[src/rtl/pipe_hazard_ctrl_pkg.sv]
// Shared types for the pipeline stall/flush sequencer: state encodings (also decoded
// by the display/debug block) and per-stage control bundles.
package pipe_hazard_ctrl_pkg;

  typedef enum logic [1:0] {
    ST_RUN     = 2'd0,
    ST_MEMWAIT = 2'd1,
    ST_HALT    = 2'd2
  } pipe_state_e;

  typedef struct packed {
    logic pc_en;
    logic ifid_en;
    logic ifid_flush;
    logic idex_en;
    logic idex_flush;
    logic exmem_en;
    logic memwb_en;
  } stage_ctrl_t;

  localparam stage_ctrl_t CTRL_RUN    = 7'b110_1011;
  localparam stage_ctrl_t CTRL_FREEZE = 7'b000_0000;

endpackage

[src/rtl/pipe_hazard_ctrl_if.sv]
// Hazard requests from the pipeline and the per-stage enable/flush controls back to it.
// master = pipeline datapath side, slave = hazard controller side.
interface pipe_hazard_ctrl_if;
  logic loaduse;
  logic branch_taken;
  logic jump_id;
  logic halt_req;
  logic go;
  logic mem_req;
  logic mem_ready;
  logic pc_en;
  logic ifid_en;
  logic ifid_flush;
  logic idex_en;
  logic idex_flush;
  logic exmem_en;
  logic memwb_en;
  logic halted;

  modport master (
    output loaduse, branch_taken, jump_id, halt_req, go, mem_req, mem_ready,
    input  pc_en, ifid_en, ifid_flush, idex_en, idex_flush, exmem_en, memwb_en, halted
  );

  modport slave (
    input  loaduse, branch_taken, jump_id, halt_req, go, mem_req, mem_ready,
    output pc_en, ifid_en, ifid_flush, idex_en, idex_flush, exmem_en, memwb_en, halted
  );
endinterface

[src/rtl/pipe_perf_cnt.sv]
// Enable-gated wrapping performance counter with synchronous active-low reset.
module pipe_perf_cnt #(
  parameter int CNT_W = 32
) (
  input  logic             clk,
  input  logic             rst_n,
  input  logic             en,
  output logic [CNT_W-1:0] cnt
);

  logic [CNT_W-1:0] cnt_r;

  // count qualifying cycles, wrapping naturally at 2^CNT_W
  always_ff @(posedge clk) begin
    if (!rst_n) begin
      cnt_r <= {CNT_W{1'b0}};
    end else if (en) begin
      cnt_r <= cnt_r + {{(CNT_W-1){1'b0}}, 1'b1};
    end else begin
      cnt_r <= cnt_r;
    end
  end

  assign cnt = cnt_r;

endmodule

[src/rtl/pipe_hazard_ctrl.sv]
// Central stall/flush sequencer for the 5-stage pipeline (RUN/MEMWAIT/HALT).
// Performance counters are built only when PIPE_PERF_CNT_EN is defined.
module pipe_hazard_ctrl
  import pipe_hazard_ctrl_pkg::*;
#(
  parameter int CNT_W         = 32,
  parameter bit HALT_ON_RESET = 1'b0
) (
  input  logic              clk,
  input  logic              rst_n,
  pipe_hazard_ctrl_if.slave hz,
  output logic [CNT_W-1:0]  cycle_cnt,
  output logic [CNT_W-1:0]  stall_cnt,
  output logic [CNT_W-1:0]  flush_cnt,
  output logic [CNT_W-1:0]  memwait_cnt
);

  localparam pipe_state_e RESET_ST = HALT_ON_RESET ? ST_HALT : ST_RUN;

  pipe_state_e state_r;
  pipe_state_e state_nxt_s;
  logic        go_q_r;
  stage_ctrl_t ctrl_s;
  logic        halted_s;
  logic        stall_s;
  logic        redirect_s;
  logic        frozen_s;
  logic        active_s;

  // state register and go edge detector
  always_ff @(posedge clk) begin
    if (!rst_n) begin
      state_r <= RESET_ST;
      go_q_r  <= 1'b0;
    end else begin
      state_r <= state_nxt_s;
      go_q_r  <= hz.go;
    end
  end

  // next state and stage controls; a halt request waits for an outstanding access
  always_comb begin
    ctrl_s      = CTRL_RUN;
    halted_s    = 1'b0;
    state_nxt_s = state_r;
    stall_s     = 1'b0;
    redirect_s  = 1'b0;
    frozen_s    = 1'b0;
    if (!rst_n) begin
      ctrl_s      = CTRL_FREEZE;
      state_nxt_s = RESET_ST;
    end else begin
      case (state_r)
        ST_HALT: begin
          ctrl_s   = CTRL_FREEZE;
          halted_s = 1'b1;
          if (hz.go && !go_q_r) begin
            state_nxt_s = ST_RUN;
          end else begin
            state_nxt_s = ST_HALT;
          end
        end
        ST_RUN, ST_MEMWAIT: begin
          if ((state_r == ST_MEMWAIT) && !hz.mem_ready) begin
            ctrl_s      = CTRL_FREEZE;
            frozen_s    = 1'b1;
            state_nxt_s = ST_MEMWAIT;
          end else if (hz.halt_req) begin
            ctrl_s      = CTRL_FREEZE;
            state_nxt_s = ST_HALT;
          end else if ((state_r == ST_RUN) && hz.mem_req && !hz.mem_ready) begin
            ctrl_s      = CTRL_FREEZE;
            frozen_s    = 1'b1;
            state_nxt_s = ST_MEMWAIT;
          end else if (hz.branch_taken) begin
            ctrl_s.ifid_flush = 1'b1;
            ctrl_s.idex_flush = 1'b1;
            redirect_s        = 1'b1;
            state_nxt_s       = ST_RUN;
          end else if (hz.loaduse) begin
            ctrl_s.pc_en      = 1'b0;
            ctrl_s.ifid_en    = 1'b0;
            ctrl_s.idex_flush = 1'b1;
            stall_s           = 1'b1;
            state_nxt_s       = ST_RUN;
          end else if (hz.jump_id) begin
            ctrl_s.ifid_flush = 1'b1;
            redirect_s        = 1'b1;
            state_nxt_s       = ST_RUN;
          end else begin
            state_nxt_s = ST_RUN;
          end
        end
        default: begin
          ctrl_s      = CTRL_FREEZE;
          state_nxt_s = RESET_ST;
        end
      endcase
    end
  end

  assign active_s = rst_n && ((state_r == ST_RUN) || (state_r == ST_MEMWAIT));

  assign hz.pc_en      = ctrl_s.pc_en;
  assign hz.ifid_en    = ctrl_s.ifid_en;
  assign hz.ifid_flush = ctrl_s.ifid_flush;
  assign hz.idex_en    = ctrl_s.idex_en;
  assign hz.idex_flush = ctrl_s.idex_flush;
  assign hz.exmem_en   = ctrl_s.exmem_en;
  assign hz.memwb_en   = ctrl_s.memwb_en;
  assign hz.halted     = halted_s;

`ifdef PIPE_PERF_CNT_EN
  pipe_perf_cnt #(.CNT_W(CNT_W)) u_cycle_cnt (
    .clk(clk), .rst_n(rst_n), .en(active_s), .cnt(cycle_cnt)
  );
  pipe_perf_cnt #(.CNT_W(CNT_W)) u_stall_cnt (
    .clk(clk), .rst_n(rst_n), .en(stall_s), .cnt(stall_cnt)
  );
  pipe_perf_cnt #(.CNT_W(CNT_W)) u_flush_cnt (
    .clk(clk), .rst_n(rst_n), .en(redirect_s), .cnt(flush_cnt)
  );
  pipe_perf_cnt #(.CNT_W(CNT_W)) u_memwait_cnt (
    .clk(clk), .rst_n(rst_n), .en(frozen_s), .cnt(memwait_cnt)
  );
`else
  logic unused_perf_s;
  assign unused_perf_s = ^{active_s, stall_s, redirect_s, frozen_s};
  assign cycle_cnt     = {CNT_W{1'b0}};
  assign stall_cnt     = {CNT_W{1'b0}};
  assign flush_cnt     = {CNT_W{1'b0}};
  assign memwait_cnt   = {CNT_W{1'b0}};
`endif

endmodule

[src/flat_wrapper.sv]
// flat-port wrapper written by rule: the top's interface ports become plain ports
module pipe_hazard_ctrl_flat import pipe_hazard_ctrl_pkg::*;
#(
  parameter int CNT_W         = 32,
  parameter bit HALT_ON_RESET = 1'b0
)
  (clk, rst_n, cycle_cnt, stall_cnt, flush_cnt, memwait_cnt, hz_loaduse, hz_branch_taken, hz_jump_id, hz_halt_req, hz_go, hz_mem_req, hz_mem_ready, hz_pc_en, hz_ifid_en, hz_ifid_flush, hz_idex_en, hz_idex_flush, hz_exmem_en, hz_memwb_en, hz_halted);
  pipe_hazard_ctrl_if hz_i ();
  input  logic clk;
  input  logic rst_n;
  output logic [CNT_W-1:0] cycle_cnt;
  output logic [CNT_W-1:0] stall_cnt;
  output logic [CNT_W-1:0] flush_cnt;
  output logic [CNT_W-1:0] memwait_cnt;
  input wire logic [$bits(hz_i.loaduse)-1:0] hz_loaduse;
  input wire logic [$bits(hz_i.branch_taken)-1:0] hz_branch_taken;
  input wire logic [$bits(hz_i.jump_id)-1:0] hz_jump_id;
  input wire logic [$bits(hz_i.halt_req)-1:0] hz_halt_req;
  input wire logic [$bits(hz_i.go)-1:0] hz_go;
  input wire logic [$bits(hz_i.mem_req)-1:0] hz_mem_req;
  input wire logic [$bits(hz_i.mem_ready)-1:0] hz_mem_ready;
  output wire logic [$bits(hz_i.pc_en)-1:0] hz_pc_en;
  output wire logic [$bits(hz_i.ifid_en)-1:0] hz_ifid_en;
  output wire logic [$bits(hz_i.ifid_flush)-1:0] hz_ifid_flush;
  output wire logic [$bits(hz_i.idex_en)-1:0] hz_idex_en;
  output wire logic [$bits(hz_i.idex_flush)-1:0] hz_idex_flush;
  output wire logic [$bits(hz_i.exmem_en)-1:0] hz_exmem_en;
  output wire logic [$bits(hz_i.memwb_en)-1:0] hz_memwb_en;
  output wire logic [$bits(hz_i.halted)-1:0] hz_halted;
  assign hz_i.loaduse = hz_loaduse;
  assign hz_i.branch_taken = hz_branch_taken;
  assign hz_i.jump_id = hz_jump_id;
  assign hz_i.halt_req = hz_halt_req;
  assign hz_i.go = hz_go;
  assign hz_i.mem_req = hz_mem_req;
  assign hz_i.mem_ready = hz_mem_ready;
  assign hz_pc_en = hz_i.pc_en;
  assign hz_ifid_en = hz_i.ifid_en;
  assign hz_ifid_flush = hz_i.ifid_flush;
  assign hz_idex_en = hz_i.idex_en;
  assign hz_idex_flush = hz_i.idex_flush;
  assign hz_exmem_en = hz_i.exmem_en;
  assign hz_memwb_en = hz_i.memwb_en;
  assign hz_halted = hz_i.halted;
  pipe_hazard_ctrl #(.CNT_W(CNT_W), .HALT_ON_RESET(HALT_ON_RESET)) u_core (.clk(clk), .rst_n(rst_n), .hz(hz_i), .cycle_cnt(cycle_cnt), .stall_cnt(stall_cnt), .flush_cnt(flush_cnt), .memwait_cnt(memwait_cnt));
endmodule
[config.mk]
export PLATFORM = sky130hd
export DESIGN_NAME = pipe_hazard_ctrl_flat
export DESIGN_NICKNAME = d
export VERILOG_FILES = /design/src/rtl/pipe_hazard_ctrl_pkg.sv /design/src/rtl/pipe_hazard_ctrl_if.sv /design/src/rtl/pipe_perf_cnt.sv /design/src/rtl/pipe_hazard_ctrl.sv /design/src/flat_wrapper.sv
export SDC_FILE = /design/constraint.sdc
export NUM_CORES = 1
export LEC_CHECK = 0
export CORE_ASPECT_RATIO = 0.8
export CORE_MARGIN = 4
export CORE_UTILIZATION = 27
export CTS_BUF_LIST = sky130_fd_sc_hd__clkbuf_2
export CTS_CLUSTER_SIZE = 10
export DETAILED_ROUTE_END_ITERATION = 16
export GPL_TIMING_DRIVEN = 0
export PLACE_DENSITY_LB_ADDON = 0.3
export SYNTH_ARGS = -nofsm -noshare
export SYNTH_HDL_FRONTEND = slang
export SYNTH_HIERARCHICAL = 1
export SYNTH_SLANG_ARGS = --single-unit
[constraint.sdc]
create_clock -name clk -period 1.2 [get_ports clk]
set_input_delay 0.24 -clock clk [delete_from_list [all_inputs] [get_ports clk]]
set_output_delay 0.24 -clock clk [all_outputs]
set_load 0.005 [all_outputs]
Yosys cells after proc, flatten, opt, wreduce, memory -nomap -nowiden

Cells that the tools add are included.

Register bits after elaboration: 3
Input port bits: 9
Output and inout bits: 136
Word-level logic and storage cells: 34

Reductions and logical operators: 8
Muxes and demuxes: 22
Eq/ne operators: 2

Operators with widths:

| operator             | number |
|---|---|
| $mux W7              | 4 |
| $mux W2              | 6 |
| $mux W1              | 10 |
| $logic_and A1 B1 Y1  | 4 |
| $pmux W2 S2          | 1 |
| $mux W3              | 1 |
| $eq A2 B1 Y1 const B | 1 |
| $eq A2 B2 Y1 const B | 1 |
| $logic_not A1 Y1     | 2 |
| $logic_not A2 Y1     | 1 |
| $reduce_or A2 Y1     | 1 |

Depth between registers and ports, before layout

Word-level depth: 8
Mapped depth: 4
Gate-level depth less buffers: 3

Worst setup path before layout

OpenSTA, ideal clock, no wires.

Path kind: flip-flop to output port
Start: register u_core.state_r[1]
End: output hz_pc_en
Cell stages (with the launch flop): 5
Setup slack: 0.063 ns
Buffers on the path: 1
Arrival time: 0.897 ns
Data required time: 0.960 ns
Cell sequence: dfxtp_1 > nor3b_2 > o21ai_2 > a21oi_1 > buf_4

Longest elaborated chain between the ends: 8
Elaborated cells on any way between the ends: 11
Those cells by class: eq/ne (1); mux (5); reduce/logical (5)

RTL lines:

| element                          | RTL line                                       | text |
|---|---|---|
| start: declaration               | pipe_hazard_ctrl.sv:20                         | `pipe_state_e state_r;` |
| start signal: assignment         | pipe_hazard_ctrl.sv:36                         | `state_r <= state_nxt_s;` |
| $logic_not A2 Y1                 | pipe_hazard_ctrl.sv:53, pipe_hazard_ctrl.sv:71 |  |
| $logic_and A1 B1 Y1 (2 in a row) | pipe_hazard_ctrl.sv:71                         | `end else if ((state_r == ST_RUN) && hz.mem_req && !hz.mem_ready) begin` |
| $mux W3                          | pipe_hazard_ctrl.sv:71                         |  |
| $mux W7                          | pipe_hazard_ctrl.sv:68                         | `end else if (hz.halt_req) begin` |
| $mux W7                          | pipe_hazard_ctrl.sv:64                         | `if ((state_r == ST_MEMWAIT) && !hz.mem_ready) begin` |
| $mux W7 *                        | pipe_hazard_ctrl.sv:53                         | `case (state_r)` |
| $mux W7 *                        | pipe_hazard_ctrl.sv:49                         | `if (!rst_n) begin` |
| end: declaration                 | flat_wrapper.sv:22                             | `output wire logic [$bits(hz_i.pc_en)-1:0] hz_pc_en;` |

Every way passes the cells marked *; elsewhere a longest branch is shown, timed or not.

Worst setup path after layout

Start: input rst_n
End: output hz_pc_en

Longest elaborated chain between the ends: 1

RTL lines:

| element            | RTL line               | text |
|---|---|---|
| start: declaration | flat_wrapper.sv:10     | `input logic rst_n;` |
| $mux W7            | pipe_hazard_ctrl.sv:49 |  |

No other way between the ends.

==> summary.md <==
| Metric | Value |
|---|---|
| Clock Tree Buf Depth | 2 |
| Vias per inst | approximately 2.5 |
| Placeable Area | 0.004178 mm² |
| Diode count | 0 |
| GRT Total Usage | 6.945% |
| Post-Synth Adder-Cell Area | 0% |
| H-Tree Level Count | 1 |
| IO Count | 145 |
| Main combinational cell family by area after synthesis | buffers and inverters |
| Die Wd | around 82 µm |
| Worst reg2reg setup slack | approximately 0.090 ns |
| RSZ-0062 raised after global routing | true |
| Final setup vio count | 7 |
| NetSw | 0.2634 mW |
| Grt ovf | 0 |
| Final Hold Vio Count | 0 |
| Site row count | 21 |
| Clk slew on worst S/H paths | 0.04 ns |
| Finished Core Util | 47.74% |
| P_leak | 1.371 nW |
| Worst skew pair latency | 0.21 ns |
| TritonCTS Buffers | 3 |
| Final WS setup | -0.2958 ns |
| CTS tree | yes |
| F_max | 0.6685 GHz |
| # hold bufs at CTS | 0 |
| Share of power burned in registers | 13.8% |
| PortBufs | 16 |
| Synth Area in Compound Gates | 3.743% |
| First-pass GRT wire length | just under 3 mm |
| Initial antenna violation count | 0 |
| Min cycle time layout | 1.496 ns |
| Post-synthesis sequential area ratio | around 5.1% |
| Crit end category | output pin |
| Combinational power share | 68.4% |
| Crit Path Max Fanout | 5 |
| WS Path Type | primary input to output pin |
| # clock sinks | 3 |
| Final #Nets | 320 |
| Via count of the routed design | between 900 and 1,000 |
| Die height | 66.88 µm |
| Worst hold path class | primary input to flop |
| Synth Area in XOR/XNOR | 0% |
| Pins Over Slew Limit | 0 |
| Starting density of the core | 28.00% |
| Largest net degree at the start of global routing | 6 |
| Post-Syn Instances | 155 |
| FILL cells | 435 |
| Final cell count without fillers | 367 |
| DP Area | 0.001878 mm² |
| Layout area overhead | 70.48% |
| Top-area cell type share of the netlist area | 84.06% |
| Synth area leaders | buf_4 84%, dfxtp_1 5.1%, a21oi_1 1.7%, inv_1 1.6%, nor3b_2 1.1% |
| CP required | 0.96 ns |
| Most common cell after layout, fill and taps aside | buf_4 |
| Setup TNS | -1.538 ns |
| Root Buffer | clkbuf_2 |
| Pre-Repair DR Iteration Count | 3 |
| GP Congestion | 0.6680 |
| Failing checks | negative setup slack |
| Maxcap violations | 0 |
| Cell variety after synth | 15 |
| Pwr/cell area | 401.7 mW/mm² |
| Vias in the first global route | 645 |
| Fin crit share | 124.7% |
| Placed cells | 355 |
| Synthesized area per cell | 7.548 µm² |
| Peak supply drop | 0.3203 mV |
| Synthesized flop and latch total | 3 |
| Antenna Nets Post-Route | 0 |
| Sw Ratio | 32.88% |
| Setup crit start kind | primary input |
| DRT Wirelength | ~2.4 mm |
| Routed len/inst | 6.559 µm |
| Clk pwr share | 17.8% |
| Power Total | 0.8011 mW |
| Area of the multi-input gates | ~610 µm² |
| Synth Cell Area | ~0.0012 mm² |
| Status | finished with violations |
| Internal power | 0.5376 mW |
| Final Hold Slack | 0.4105 ns |
| Dominant cell type by area after synthesis | buf_4 |
| Share of layout cells above drive strength 1 | approximately 53% |
| HPWL Detailed | ~2.3 mm |
| Simple-Gate Fraction of Synth Area | just over 5% |
| Area of the die | 0.005457 mm² |
| Most frequent cells in the layout | 134 x buf_4, 128 x conb_1, 10 x buf_6 |
| Post-synthesis mux area share | 0% |
| Final instance area | roughly 0.002 mm² |
| Skew final | approximately 0.0028 ns |
| DRC Markers | 0 |
| WP data arrival | 1.26 ns |
| Reg area | approximately 63 µm² |
| Total of warnings raised by yosys | 6 |
| DRT iter0 DRCs | 9 |
| Post-Place Worst Slack | -0.9381 ns |
## layout make-up
cell class | count | share of cell area [%]
inverter | 5 | 1.067
timing repair buffer | 26 | 11.98
buffer | 129 | 48.75
multi-input combinational | 143 | 30.49
tap | 57 | 3.576
clock buffer | 4 | 1.004
sequential | 3 | 3.137
## power groups by stage
stage          sequential, mW  clock [mW]  combinational, mW
2_1_floorplan           0.112           0              0.426
3_3_place_gp            0.113           0              0.488
3_5_place_dp            0.113           0              0.489
4_1_cts                 0.111       0.151              0.508
5_1_grt                 0.112       0.162              0.608
6_report                0.111       0.142              0.548
## Yosys cell counts
cell / instances
conb_1: 1
nor4b_1: 1
a21oi_1: 4
nor3b_1: 1
a211oi_1: 1
o21ai_2: 1
nor3b_2: 1
buf_4: 131
dfxtp_1: 3
nor2_1: 2
o21a_1: 1
inv_1: 5
and3b_2: 1
and2_2: 1
nor2b_1: 1
## worst paths after layout
check | startpoint | end | depth (start not counted)
max | rst_n | hz_pc_en | 7
min | hz_mem_ready | u_core/state_r[0]$_SDFF_PN0_ | 2
max reg2reg | u_core/state_r[0]$_SDFF_PN0_ | u_core/state_r[1]$_SDFF_PN0_ | 5
min reg2reg | u_core/state_r[1]$_SDFF_PN0_ | u_core/state_r[0]$_SDFF_PN0_ | 2
## flip-flops by register name, summed over array words and instances, names as in the netlist
signal and cells:
u_core/go_q_r 1, u_core/state_r 2
## timing repair
action,in CTS,in global routing
resized for setup,49,11
buffers inserted,7,4
pin swaps,3,2
setup endpoints to repair,8,8
## critical path: stages
cell and delay [ns]:
dlygate4sd2_1 0.27, nor3b_2 0.20, o21ai_2 0.09, buf_4 0.15, a21oi_4 0.12, buf_6 0.11
buf_6 0.08
## cell families (layout without fill, tap and decap cells)
group | Yosys count | in the layout
compound gates | 7 | 7
buf+inv | 136 | 164
flops | 3 | 3
other cells | 1 | 128
simple gates | 8 | 8
## routing by layer
metal  vias up  GRT usage (%)  wire [µm]
li1        525              -          -
met1       319          6.260        657
met2        68          13.62       1311
met3         0          2.973        438
met4         0          2.490          0
met5         -              0          0
(Power assumes the default switching activity.)
==> variant: new RTL, config.mk and constraints unchanged <==
Re-encode `pipe_state_e` (3 states) as one-hot, 3 bits wide.
--- a/src/rtl/pipe_hazard_ctrl_pkg.sv
+++ b/src/rtl/pipe_hazard_ctrl_pkg.sv
@@ -2,10 +2,10 @@
 // by the display/debug block) and per-stage control bundles.
 package pipe_hazard_ctrl_pkg;
 
-  typedef enum logic [1:0] {
-    ST_RUN     = 2'd0,
-    ST_MEMWAIT = 2'd1,
-    ST_HALT    = 2'd2
+  typedef enum logic [2:0] {
+    ST_RUN     = 3'b001,
+    ST_MEMWAIT = 3'b010,
+    ST_HALT    = 3'b100
   } pipe_state_e;
 
   typedef struct packed {
Formal check against the unedited RTL: same outputs for any inputs over 10 cycles, from zero or initial values and one cycle with rst_n low; not proved beyond that.
==> variant against the original RTL <==
  * The flow still finishes with violations (negative setup slack)
  * Area after synthesis rose by 7.5%
  * Sequential cell count rose by 1
  * Setup slack got worse by 0.10 ns
  * Design area rose by 7.0%
  * Register-to-register slack got worse by 0.26 ns
  * Utilization rose by 1.5 points
  * Combinational power rose by 18%
  * Power rose by 16%
  * Clock power fell by 16%
  * Count of clock-buffer cells in the layout fell by 1
  * Routed wire length rose by 16%
  * Critical endpoint is now hz_memwb_en
==> variant: results <==
detailed_routing:
  wl_per_cell_um: 7.302
  viasPerCell: 2.701
  firstDrtPassIters: 4
  met3WireLength_um: 288
  met1Wirelength_um: 817
  drt_iter0_drc: 13
  routed.top_layer: "met4"
placed_design:
  dpl.hpwl_mm: 2.475
  place_area_mm2: 0.001972
  routabilityCongestion: 0.7820
  dp_slack_ns: -0.9390
critical_path:
  crit_path_max_incr_delay_ns: 0.35
  cp-startpoint: "u_core/state_r[0]"
  cp.arrival_ns: 1.36
global_route:
  grt_max_degree: 7
  use_met1_pct: 7.001
  met3_usage_pct: 2.262
  first_global_vias: 883
logic_synthesis:
  ys_seq_area_share_pct: 6.368
timing:
  fin_tns_setup_ns: -2.741
  finalSetupViolations: 9
  setup_ws_ns: -0.4002
  skew_ns: 0.005946
run_status:
  outcome: "finished with violations"
  violations: "negative setup slack"
final_layout:
  drive_above_1_share_pct: 52.47
==> variant: changes by cell type in the layout (fill, tap and decap cells not counted), moves of 2 or more <==
cell,change
buf_4,+3
dfxtp_4,+3
a21oi_1,+2
dfxtp_2,-2
dlygate4sd2_1,-2
nand2_1,+2
nand2b_1,+2
==> variant: through the flow <==
| stage | cells | utilization, % |
|---|---|---|
| final | 381 | 49.21 |
| after detailed placement | 366 | 45.48 |
| after floorplan | 293 | - |
| after global placement | 366 | 45.48 |
| after global routing | 381 | 49.21 |
| after CTS | 377 | 47.68 |
==> variant: cell type report <==
class                   count  area, µm²
plain buffers             131      991.0
well taps                  57      71.32
repair buffers             28      245.2
fillers                   444       2202
inverters                   4      15.01
multi-input cells         154      704.4
clock buffers               3      15.01
flip-flops and latches      4      91.34
==> variant: worst min-delay path by stage <==
| stage | from | endpoint | slack, ns | cells past startpoint |
|---|---|---|---|---|
| final | rst_n | u_core/state_r[0] | 0.33 | 2 |
| after global routing | rst_n | u_core/state_r[0] | 0.33 | 2 |
| after CTS | hz_mem_ready | u_core/state_r[1] | 0.41 | 2 |
| after detailed placement | u_core/go_q_r | u_core/state_r[2] | 0.57 | 2 |
| after global placement | u_core/go_q_r | u_core/state_r[2] | 0.56 | 2 |
| after floorplan | hz_mem_ready | u_core/state_r[1] | 0.30 | 1 |
==> variant: what timing repair did <==
action                     in CTS  in global routing
cloned                          0                  0
hold buffers                    0                  0
pin swaps                       3                  3
gates resized for setup        52                 10
buffers inserted                8                  4
setup endpoints to repair       8                  9
==> variant: power by group <==
group	switching [W]	total, W	internal [W]
sequential	0.0000132	0.000158	0.000145
combinational	0.000253	0.000648	0.000394
clock	0.0000523	0.000119	0.0000671
